## src/rtl/branch_control_unit.sv

```systemverilog
// Hardwired control sequencer for the Mini SRC datapath: instruction fetch plus
// the branch / jr / nop / halt class, emitting one-hot T-step control strobes.
module branch_control_unit #(
   parameter logic [4:0] OP_BR   = 5'b10010,
   parameter logic [4:0] OP_JR   = 5'b10011,
   parameter logic [4:0] OP_NOP  = 5'b11010,
   parameter logic [4:0] OP_HALT = 5'b11011,
   parameter logic [4:0] ALU_ADD = 5'b00011
) (
   input  logic        clk,
   input  logic        clr,
   input  logic        start,
   input  logic        stop,
   input  logic        mem_ready,
   input  logic [31:0] IR_Data,
   input  logic        CON_ff,
   output logic        PC_in,
   output logic        IR_in,
   output logic        Y_in,
   output logic        Z_in,
   output logic        MAR_in,
   output logic        MDR_in,
   output logic        IncPC,
   output logic        PC_out,
   output logic        Zlow_out,
   output logic        MDR_out,
   output logic        C_out,
   output logic        Read,
   output logic        Gra,
   output logic        Grb,
   output logic        Rout,
   output logic        CON_in,
   output logic [4:0]  alu_instruction_bits,
   output logic        run,
   output logic        illegal
);

   typedef enum logic [3:0] {
      S_IDLE, S_T0, S_T1, S_T2, S_T3, S_B4, S_B5, S_B6, S_HALT
   } state_t;

   state_t     state, state_nxt;
   logic       pc_done;
   logic       illegal_set;
   logic [4:0] opcode;
   logic       unused_ir_bits;

   assign opcode         = IR_Data[31:27];
   assign unused_ir_bits = ^IR_Data[26:0];

   // pc_done remembers that PC was already advanced during this T1 memory wait
   always_ff @(posedge clk or negedge clr) begin
      if (!clr) begin
         state   <= S_IDLE;
         pc_done <= 1'b0;
         illegal <= 1'b0;
      end else begin
         state   <= state_nxt;
         pc_done <= (state == S_T1);
         if (illegal_set) illegal <= 1'b1;
      end
   end

   always_comb begin
      state_nxt            = state;
      illegal_set          = 1'b0;
      PC_in                = 1'b0;
      IR_in                = 1'b0;
      Y_in                 = 1'b0;
      Z_in                 = 1'b0;
      MAR_in               = 1'b0;
      MDR_in               = 1'b0;
      IncPC                = 1'b0;
      PC_out               = 1'b0;
      Zlow_out             = 1'b0;
      MDR_out              = 1'b0;
      C_out                = 1'b0;
      Read                 = 1'b0;
      Gra                  = 1'b0;
      Grb                  = 1'b0;
      Rout                 = 1'b0;
      CON_in               = 1'b0;
      alu_instruction_bits = 5'd0;
      run                  = 1'b0;
      case (state)
         S_IDLE, S_HALT: begin
            if (start && !stop) state_nxt = S_T0;
         end
         S_T0: begin
            run       = 1'b1;
            PC_out    = 1'b1;
            MAR_in    = 1'b1;
            IncPC     = 1'b1;
            Z_in      = 1'b1;
            state_nxt = S_T1;
         end
         S_T1: begin
            run      = 1'b1;
            Zlow_out = 1'b1;
            PC_in    = !pc_done;
            Read     = 1'b1;
            MDR_in   = 1'b1;
            if (mem_ready) state_nxt = S_T2;
         end
         S_T2: begin
            run       = 1'b1;
            MDR_out   = 1'b1;
            IR_in     = 1'b1;
            state_nxt = S_T3;
         end
         S_T3: begin
            run = 1'b1;
            // jr and nop end here, so stop is sampled at this boundary
            if (opcode == OP_BR) begin
               Grb       = 1'b1;
               Rout      = 1'b1;
               CON_in    = 1'b1;
               state_nxt = S_B4;
            end else if (opcode == OP_JR) begin
               Gra       = 1'b1;
               Rout      = 1'b1;
               PC_in     = 1'b1;
               state_nxt = stop ? S_HALT : S_T0;
            end else if (opcode == OP_NOP) begin
               state_nxt = stop ? S_HALT : S_T0;
            end else if (opcode == OP_HALT) begin
               state_nxt = S_HALT;
            end else begin
               illegal_set = 1'b1;
               state_nxt   = S_HALT;
            end
         end
         S_B4: begin
            run       = 1'b1;
            PC_out    = 1'b1;
            Y_in      = 1'b1;
            state_nxt = S_B5;
         end
         S_B5: begin
            run                  = 1'b1;
            C_out                = 1'b1;
            alu_instruction_bits = ALU_ADD;
            Z_in                 = 1'b1;
            state_nxt            = S_B6;
         end
         S_B6: begin
            run       = 1'b1;
            Zlow_out  = CON_ff;
            PC_in     = CON_ff;
            state_nxt = stop ? S_HALT : S_T0;
         end
         default: state_nxt = S_IDLE;
      endcase
   end

endmodule

```

## config.mk

```make
export PLATFORM = sky130hd
export DESIGN_NAME = branch_control_unit
export DESIGN_NICKNAME = d
export VERILOG_FILES = /design/src/rtl/branch_control_unit.sv
export SDC_FILE = /design/constraint.sdc
export NUM_CORES = 1
export LEC_CHECK = 0
export ABC_AREA = 1
export CORE_UTILIZATION = 28
export DETAILED_ROUTE_END_ITERATION = 6
export GPL_ROUTABILITY_DRIVEN = 0
export HOLD_SLACK_MARGIN = 0.15
export PLACE_DENSITY = 0.77
export SLEW_MARGIN = 20
export SYNTH_ARGS = -nofsm -noshare
export SYNTH_HDL_FRONTEND = slang
export SYNTH_SLANG_ARGS = --single-unit
```

## constraint.sdc

```tcl
create_clock -name clk -period 1.3 [get_ports clk]
set_input_delay 0.26 -clock clk [delete_from_list [all_inputs] [get_ports clk]]
set_output_delay 0.26 -clock clk [all_outputs]
set_load 0.02 [all_outputs]
```

### Word-level counts from Yosys, hierarchy flattened

Cells that the tools add are included.

* word-level logic and storage cells: 56
* bits of input ports: 38
* output and inout port bits: 23
* flip-flop bits (word level): 6

* reductions and logical operators: 9
* equality and inequality tests: 14
* multiplexer cells: 30

Operators with widths (count)
* 4-bit one-hot mux with 8 select lines: 1
* 4-bit two-way mux: 6
* 5-bit == test (second input constant): 4
* 1-bit two-way mux: 20
* 4-bit by 3-bit == test with 1-bit output (second input constant): 4
* 4-bit by 2-bit == test with 1-bit output (second input constant): 2
* 7-bit OR reduction: 1
* 2-bit OR reduction: 3
* 4-bit by 1-bit == test with 1-bit output (second input constant): 1
* 4-bit == test (second input constant): 1
* 4-bit zero test: 1
* 2-bit inequality test (second input constant): 2
* 1-bit one-hot mux with 3 select lines: 1
* 1-bit zero test: 2
* 2-bit two-way mux: 1
* 1-bit one-hot mux with 2 select lines: 1
* 2-bit AND reduction: 1
* 1-bit logical AND: 1

### Longest topological paths before layout

Gate-level depths: netlist of run 1.

* depth after elaboration: 6
* mapped depth: 8
* gate-level depth less buffers: 8

### Worst setup path before layout of run 1

OpenSTA, ideal clock, no wires.

* path kind: register -> output
* start: reg state[0]
* end: out alu_instruction_bits[0]
* arrival time: 1.236 ns
* stages on the path, launching flop included: 5
* path slack: -0.196 ns
* cell sequence: dfrtp_1 inv_1 nand3_1 nor2_1 buf_4

* word-level cells in the longest chain between the ends: 2

RTL lines
* start, declared: line 42 `state_t state, state_nxt;`
* start signal, assigned: line 58 `state <= state_nxt;`
* 4-bit by 3-bit == test with 1-bit output: line 85 `case (state)`
* 2-bit two-way mux: line 85
* end, declared: line 33 `output logic [4:0] alu_instruction_bits,`

No other way between the ends.

### Worst setup path after layout of run 1

* start: reg state[3]
* end: out PC_in

* word-level cells in the longest chain between the ends: 2
* elaborated cells on any way between the ends: 4
* those cells by class: 3 x eq/ne; 1 x mux

RTL lines
* 4-bit by 3-bit == test with 1-bit output or 4-bit by 2-bit == test with 1-bit output (tied branches): line 85
* 1-bit one-hot mux with 3 select lines (*): line 85
* end, declared: line 17 `output logic PC_in,`

Every way passes the cells marked *; elsewhere a longest branch is shown, timed or not.

==> results of run 1 <==
cells by family after synthesis:
kind of cell / share of synthesized area (%)
simple gates: 38.5
buf+inv: 23.9
compound gates: 10.4
flops: 26.5
other cells: 0.663
where the power goes:
part           leakage [nW]  internal [mW]  switching, mW  total [mW]
clock network        0.0138          0.104         0.0568       0.161
logic                 0.579           1.14           1.21        2.35
registers            0.0694          0.266         0.0849       0.351
total                 0.662           1.51           1.35        2.86
worst max-delay path, stage by stage (launching register included):
cell,delay (ps)
dfrtp_2,450
inv_4,90
nand2_4,60
inv_2,70
nand2_2,60
inv_2,60
nand2_2,60
o211ai_1,100
buf_4,170
Yosys cell counts:
cell | number | area, um2
nor2_1 | 12 | 45.0
a21oi_1 | 2 | 10.0
o211ai_2 | 1 | 12.5
o21ai_2 | 2 | 17.5
conb_1 | 1 | 3.75
nand2_2 | 3 | 18.8
buf_4 | 9 | 67.6
inv_2 | 2 | 7.51
nand3_1 | 5 | 25.0
nor2_4 | 2 | 22.5
o211ai_1 | 1 | 7.51
o22ai_1 | 1 | 6.26
o21ai_0 | 1 | 5.00
nand4_1 | 1 | 6.26
dfrtp_1 | 6 | 150
nor3_2 | 1 | 10.0
inv_1 | 16 | 60.1
nand2_1 | 18 | 67.6
nand3_2 | 1 | 10.0
nor2_2 | 2 | 12.5
per-layer routing:
metal	wire length, um	GRT usage [%]
met5	0	0
met2	1120	31.9
met3	76	1.15
met1	805	18.7
met4	0	8.57
final cells by class:
cell class / count / area share, %
Timing Repair Buffer: 64 / 45.2
Inverter: 18 / 6.21
Tap cell: 25 / 2.50
Multi-Input combinational cell: 56 / 32.0
Clock buffer: 3 / 1.80
Sequential cell: 6 / 12.2
layout by cell type (no fill, tap or decap), types with 2 or more instances in the layout:
cell	count
buf_4	35
buf_6	18
clkbuf_4	3
clkdlybuf4s50_1	5
conb_1	3
dfrtp_1	4
dfrtp_2	2
dlygate4sd2_1	4
inv_1	8
inv_2	7
inv_4	2
nand2_1	13
nand2_2	4
nand2_4	4
nand3_1	3
nand3_4	2
nor2_1	4
nor2_2	5
nor2_4	7
o21ai_2	2
flip-flops by register name, summed over array words and instances (netlist names):
name,cells
illegal,1
state,4
pc_done,1
how the worst max path moves through the flow:
stage / depth (start not counted) / slack (ps) / end / startpoint
floorplan: 4 / -110 / MAR_in / state[2]
global placement: 7 / -840 / PC_in / IR_Data[30]
detailed placement: 7 / -860 / PC_in / IR_Data[30]
CTS: 5 / -290 / Z_in / state[2]
global route: 8 / -370 / PC_in / state[3]
finish: 8 / -320 / PC_in / state[3]
per-stage QoR:
step / instance area (um2) / instances / hold WS [ps]
6_report: 1250 / 172 / 252
5_1_grt: 1250 / 172 / 253
4_1_cts: 1100 / 167 / 249
3_5_place_dp: 975 / 152 / 462
3_3_place_gp: 975 / 152 / 455
2_1_floorplan: 583 / 89 / -35.6
what timing repair did:
item                                    4_1_cts  5_1_grt
buffers inserted                             12        5
endpoints found under the setup margin       21       22
pin swaps                                     7       11
cloned                                        0        0
hold buffers                                  0        0
gates resized for setup                     126       35
==> results.sh, run 1 <==
export IMPL_status="finished with violations"
export IMPL_violations="negative setup slack"
export IMPL_drive_gt1_share_pct=66.0
export IMPL_syn_inst=87
export IMPL_path_class="flip-flop to output port"
export IMPL_overflow=0
export IMPL_worstReg2RegEnd="state[2]"
export IMPL_synth_distinct_cells=20
export IMPL_fin_skew_ps=1.72
export IMPL_fin_crit_sh_pct=125
export IMPL_drc=0
export IMPL_synth_cell_area_um2=566
export IMPL_finalCriticalPeriod_ps=1620
export IMPL_dr_first_iter_drc_count=10
export IMPL_crit_path_max_fanout=4
export IMPL_wl_um=2000
export IMPL_cts_buffers=3
export IMPL_irDropWorstVdd_mv=1.46
export IMPL_ff2ff_path_depth=8
export IMPL_die_width_um=46.9
export IMPL_cts_clk_slew_worst_paths_ps=40
export IMPL_rsz0062_at_grt="true"
export IMPL_crit_arrival_ps=1360
export IMPL_seq_area_um2=153
export IMPL_r2r_start="state[3]"
export IMPL_nFillCells=137
export IMPL_yosysSeqAreaShare_pct=26.5
export IMPL_io_pins=61
export IMPL_cap_violations=0
export IMPL_cts_root_buf="clkbuf_4"
export IMPL_grt_pass1_vias=640
export IMPL_grt_max_degree=7
export IMPL_r2r_slack_ps=-10
export IMPL_viasPerCell=4.22
export IMPL_leakagePower_nw=0.662
export IMPL_port_buffers=30
export IMPL_routed_via_count=726
export IMPL_worstPathRequired_ps=1040
export IMPL_h_tree_depth=1
export IMPL_syn_to_final_growth_pct=121
export IMPL_rows=15
export IMPL_hp_class="primary input to async pin"
export IMPL_core_area_um2=1800
export IMPL_grt_pass1_wl_um=2530
export IMPL_pre_cts_ws_ps=-861
export IMPL_hold_violations=0
export IMPL_power_density_nw_per_um2=2290
export IMPL_cts_tree="yes"
export IMPL_antenna_found_initial=0
export IMPL_yosysWarnings=0
export IMPL_avgSynthCellArea_um2=6.50
export IMPL_nNetsFinal=187
export IMPL_setup_viol=20
export IMPL_worst_slack_ps=-322
export IMPL_final_util_pct=69.4
export IMPL_fmax_ghz=0.617
export IMPL_dp_hpwl_um=1220
export IMPL_die_height_um=46.9
export IMPL_clock_sinks=6
export IMPL_grt_usage_pct=16.9
export IMPL_antenna_cells=0
export IMPL_fin_tns_setup_ps=-3910
export IMPL_start_util_pct=31.4
export IMPL_die_area_um2=2200
export IMPL_ant_nets=0
export IMPL_ys_ff_latch=6
export IMPL_critPathCaptureType="output port"
export IMPL_first_pass_iters=4
export IMPL_clock_latency_ps=240
export IMPL_clk_path_buf_depth=2
export IMPL_finalPower_mw=2.86
export IMPL_start_kind="flip-flop"
export IMPL_multiInputGateArea_um2=400
export IMPL_slew_viol_final=0
export IMPL_routedWlPerCell_um=11.6
No activity file was read; power rests on OpenSTA's default activity.
==> run 2, diff against run 1 <==
--- a/config.mk
+++ b/config.mk
@@ -11,6 +11,7 @@
 export GPL_ROUTABILITY_DRIVEN = 0
 export HOLD_SLACK_MARGIN = 0.15
 export PLACE_DENSITY = 0.77
+export SKIP_CTS_REPAIR_TIMING = 1
 export SLEW_MARGIN = 20
 export SYNTH_ARGS = -nofsm -noshare
 export SYNTH_HDL_FRONTEND = slang
==> run 2 against run 1 <==
The flow still finishes with violations (negative setup slack). Hold slack about the same. Register-to-register slack worse by 50 ps. Cell area down 7.5%. Clock-buffer cell count unchanged. Sequential share of layout area up 0.77 points. Routed wire length down 17%. Clock power about the same. Power down 12%. Clock skew about the same. Critical path depth down 3. Utilization down 5.2 points. Global-route usage down 3.2 points. Critical endpoint is now Z_in. Highest routed layer unchanged.
==> results.sh, run 2 (same netlist as run 1, synthesis figures left out) <==
export IMPL_status="finished with violations"
export IMPL_violations="negative setup slack"
export IMPL_reg_top3="state (4), illegal (1), pc_done (1)"
export IMPL_cts_clk_slew_worst_paths_ps=40
export IMPL_setup_viol=20
export IMPL_hold_violations=0
export IMPL_regMostFlops="state"
export IMPL_fin_crit_sh_pct=122
export IMPL_cp_top_family="flip-flops"
export IMPL_final_cell_area_um2=1160
export IMPL_port_buffers=30
export IMPL_drive_gt1_share_pct=60.9
export IMPL_hp_class="primary input to async pin"
export IMPL_rows=15
export IMPL_worstPathRequired_ps=1040
export IMPL_crit_path_max_fanout=4
export IMPL_cp_depth=5
export IMPL_clock_sinks=6
export IMPL_dp_hpwl_um=1220
export IMPL_cts_root_buf="clkbuf_4"
export IMPL_syn_to_final_growth_pct=104
export IMPL_slew_viol_final=0
export IMPL_crit_path_cell_trace="nor2_2, buf_4, inv_4, o22ai_2, buf_6"
export IMPL_start_util_pct=31.4
export IMPL_grt_usage_pct=13.7
export IMPL_die_area_um2=2200
export IMPL_leakagePower_nw=0.647
export IMPL_clock_latency_ps=240
export IMPL_crit_buf_inv=3
export IMPL_cp_slowest_cell="dfrtp_1"
export IMPL_power_density_nw_per_um2=2190
export IMPL_r2r_start="state[3]"
export IMPL_swShare_pct=47.3
export IMPL_fin_skew_ps=1.51
export IMPL_worst_slack_ps=-283
export IMPL_h_tree_depth=1
export IMPL_switching_power_mw=1.20
export IMPL_hold_slack_ps=252
export IMPL_p_clk_share_pct=6.3
export IMPL_finalCriticalPeriod_ps=1580
export IMPL_wl_um=1650
export IMPL_p_seq_share_pct=13.1
export IMPL_slowest_delay_ps=440
export IMPL_irDropWorstVdd_mv=1.25
export IMPL_r2r_slack_ps=-60
export IMPL_fmax_ghz=0.632
export IMPL_first_pass_iters=4
export IMPL_grt_pass1_wl_um=2080
export IMPL_die_width_um=46.9
export IMPL_placed_cells=152
export IMPL_rsz0062_at_grt="true"
export IMPL_seq_area_um2=150
export IMPL_multiInputGateArea_um2=380
export IMPL_nFillCells=149
export IMPL_drc=0
export IMPL_start_kind="flip-flop"
export IMPL_overflow=0
export IMPL_clk_path_buf_depth=2
export IMPL_antenna_found_initial=0
export IMPL_mostFrequentLayoutCell="buf_4"
export IMPL_routedWlPerCell_um=10.1
export IMPL_post_dp_cell_area_um2=975
export IMPL_core_area_um2=1800
export IMPL_ant_nets=0
export IMPL_grt_pass1_vias=545
export IMPL_io_pins=61
export IMPL_dr_first_iter_drc_count=15
export IMPL_crit_arrival_ps=1320
export IMPL_die_height_um=46.9
export IMPL_viasPerCell=4.09
export IMPL_cap_violations=0
export IMPL_critPathCaptureType="output port"
export IMPL_largest_reg_flops=4
export IMPL_routed_via_count=667
export IMPL_path_class="flip-flop to output port"
export IMPL_antenna_cells=0
export IMPL_layout_common_cells="buf_4, nand2_1, buf_6"
export IMPL_pre_cts_ws_ps=-861
export IMPL_ff2ff_path_depth=8
export IMPL_finalPower_mw=2.53
export IMPL_nNetsFinal=178
export IMPL_cts_buffers=3
export IMPL_layoutNonFillerInstCount=163
export IMPL_p_comb_share_pct=80.5
export IMPL_grt_max_degree=7
export IMPL_worstReg2RegEnd="state[2]"
export IMPL_p_int_mw=1.33
export IMPL_cts_tree="yes"
[run 2: cell count changes in the layout (fill, tap and decap cells not counted), moves of 2 or more]
cell and change:
dlygate4sd2_1 -4, dfrtp_1 +2, nand2_4 -2, dfrtp_2 -2, nand2_2 +2, buf_4 -5, dlymetal6s2s_1 +6, buf_6 -5
[run 2: metrics by stage]
step / utilization (%) / setup TNS [ps]
floorplan: - / -287
global placement: 54.1 / -9880
detailed placement: 54.1 / -10580
CTS: 55.3 / -13670
global route: 64.2 / -5300
finish: 64.2 / -3880
[run 2: layout make-up]
| class | count | area share, % |
|---|---|---|
| clock buffer | 3 | 1.95 |
| inverter | 18 | 6.06 |
| multi-input combinational | 56 | 32.9 |
| sequential | 6 | 13.0 |
| tap | 25 | 2.71 |
| timing repair buffer | 55 | 43.4 |
[run 2: layer usage]
| layer | wire length, um | GRT usage [%] |
|---|---|---|
| met2 | 906 | 23.9 |
| met3 | 42 | 1.15 |
| met5 | 0 | 0 |
| met1 | 703 | 16.2 |
| met4 | 0 | 8.57 |
[run 2: power by group through the flow]
stage,combinational (mW),sequential (mW),clock [mW]
detailed placement,1.66,0.316,0
floorplan,0.906,0.309,0
global placement,1.63,0.312,0
CTS,1.66,0.313,0.171
finish,2.04,0.332,0.161
global route,2.19,0.338,0.191
[run 2: worst max-delay path by stage]
| stage | endpoint | start | slack, ps |
|---|---|---|---|
| finish | Z_in | state[2] | -280 |
| global route | PC_in | state[3] | -350 |
| CTS | PC_in | IR_Data[30] | -870 |
| detailed placement | PC_in | IR_Data[30] | -860 |
| global placement | PC_in | IR_Data[30] | -840 |
| floorplan | MAR_in | state[2] | -110 |
[run 2: worst reg2reg max path, cell delays in order, from the launching register on]
cell and delay (ps):
dfrtp_1 420, inv_2 90, nand2_4 90, buf_4 130
nor2_4 40, buf_4 130, buf_4 130, nor3_4 160
o21ai_2 70
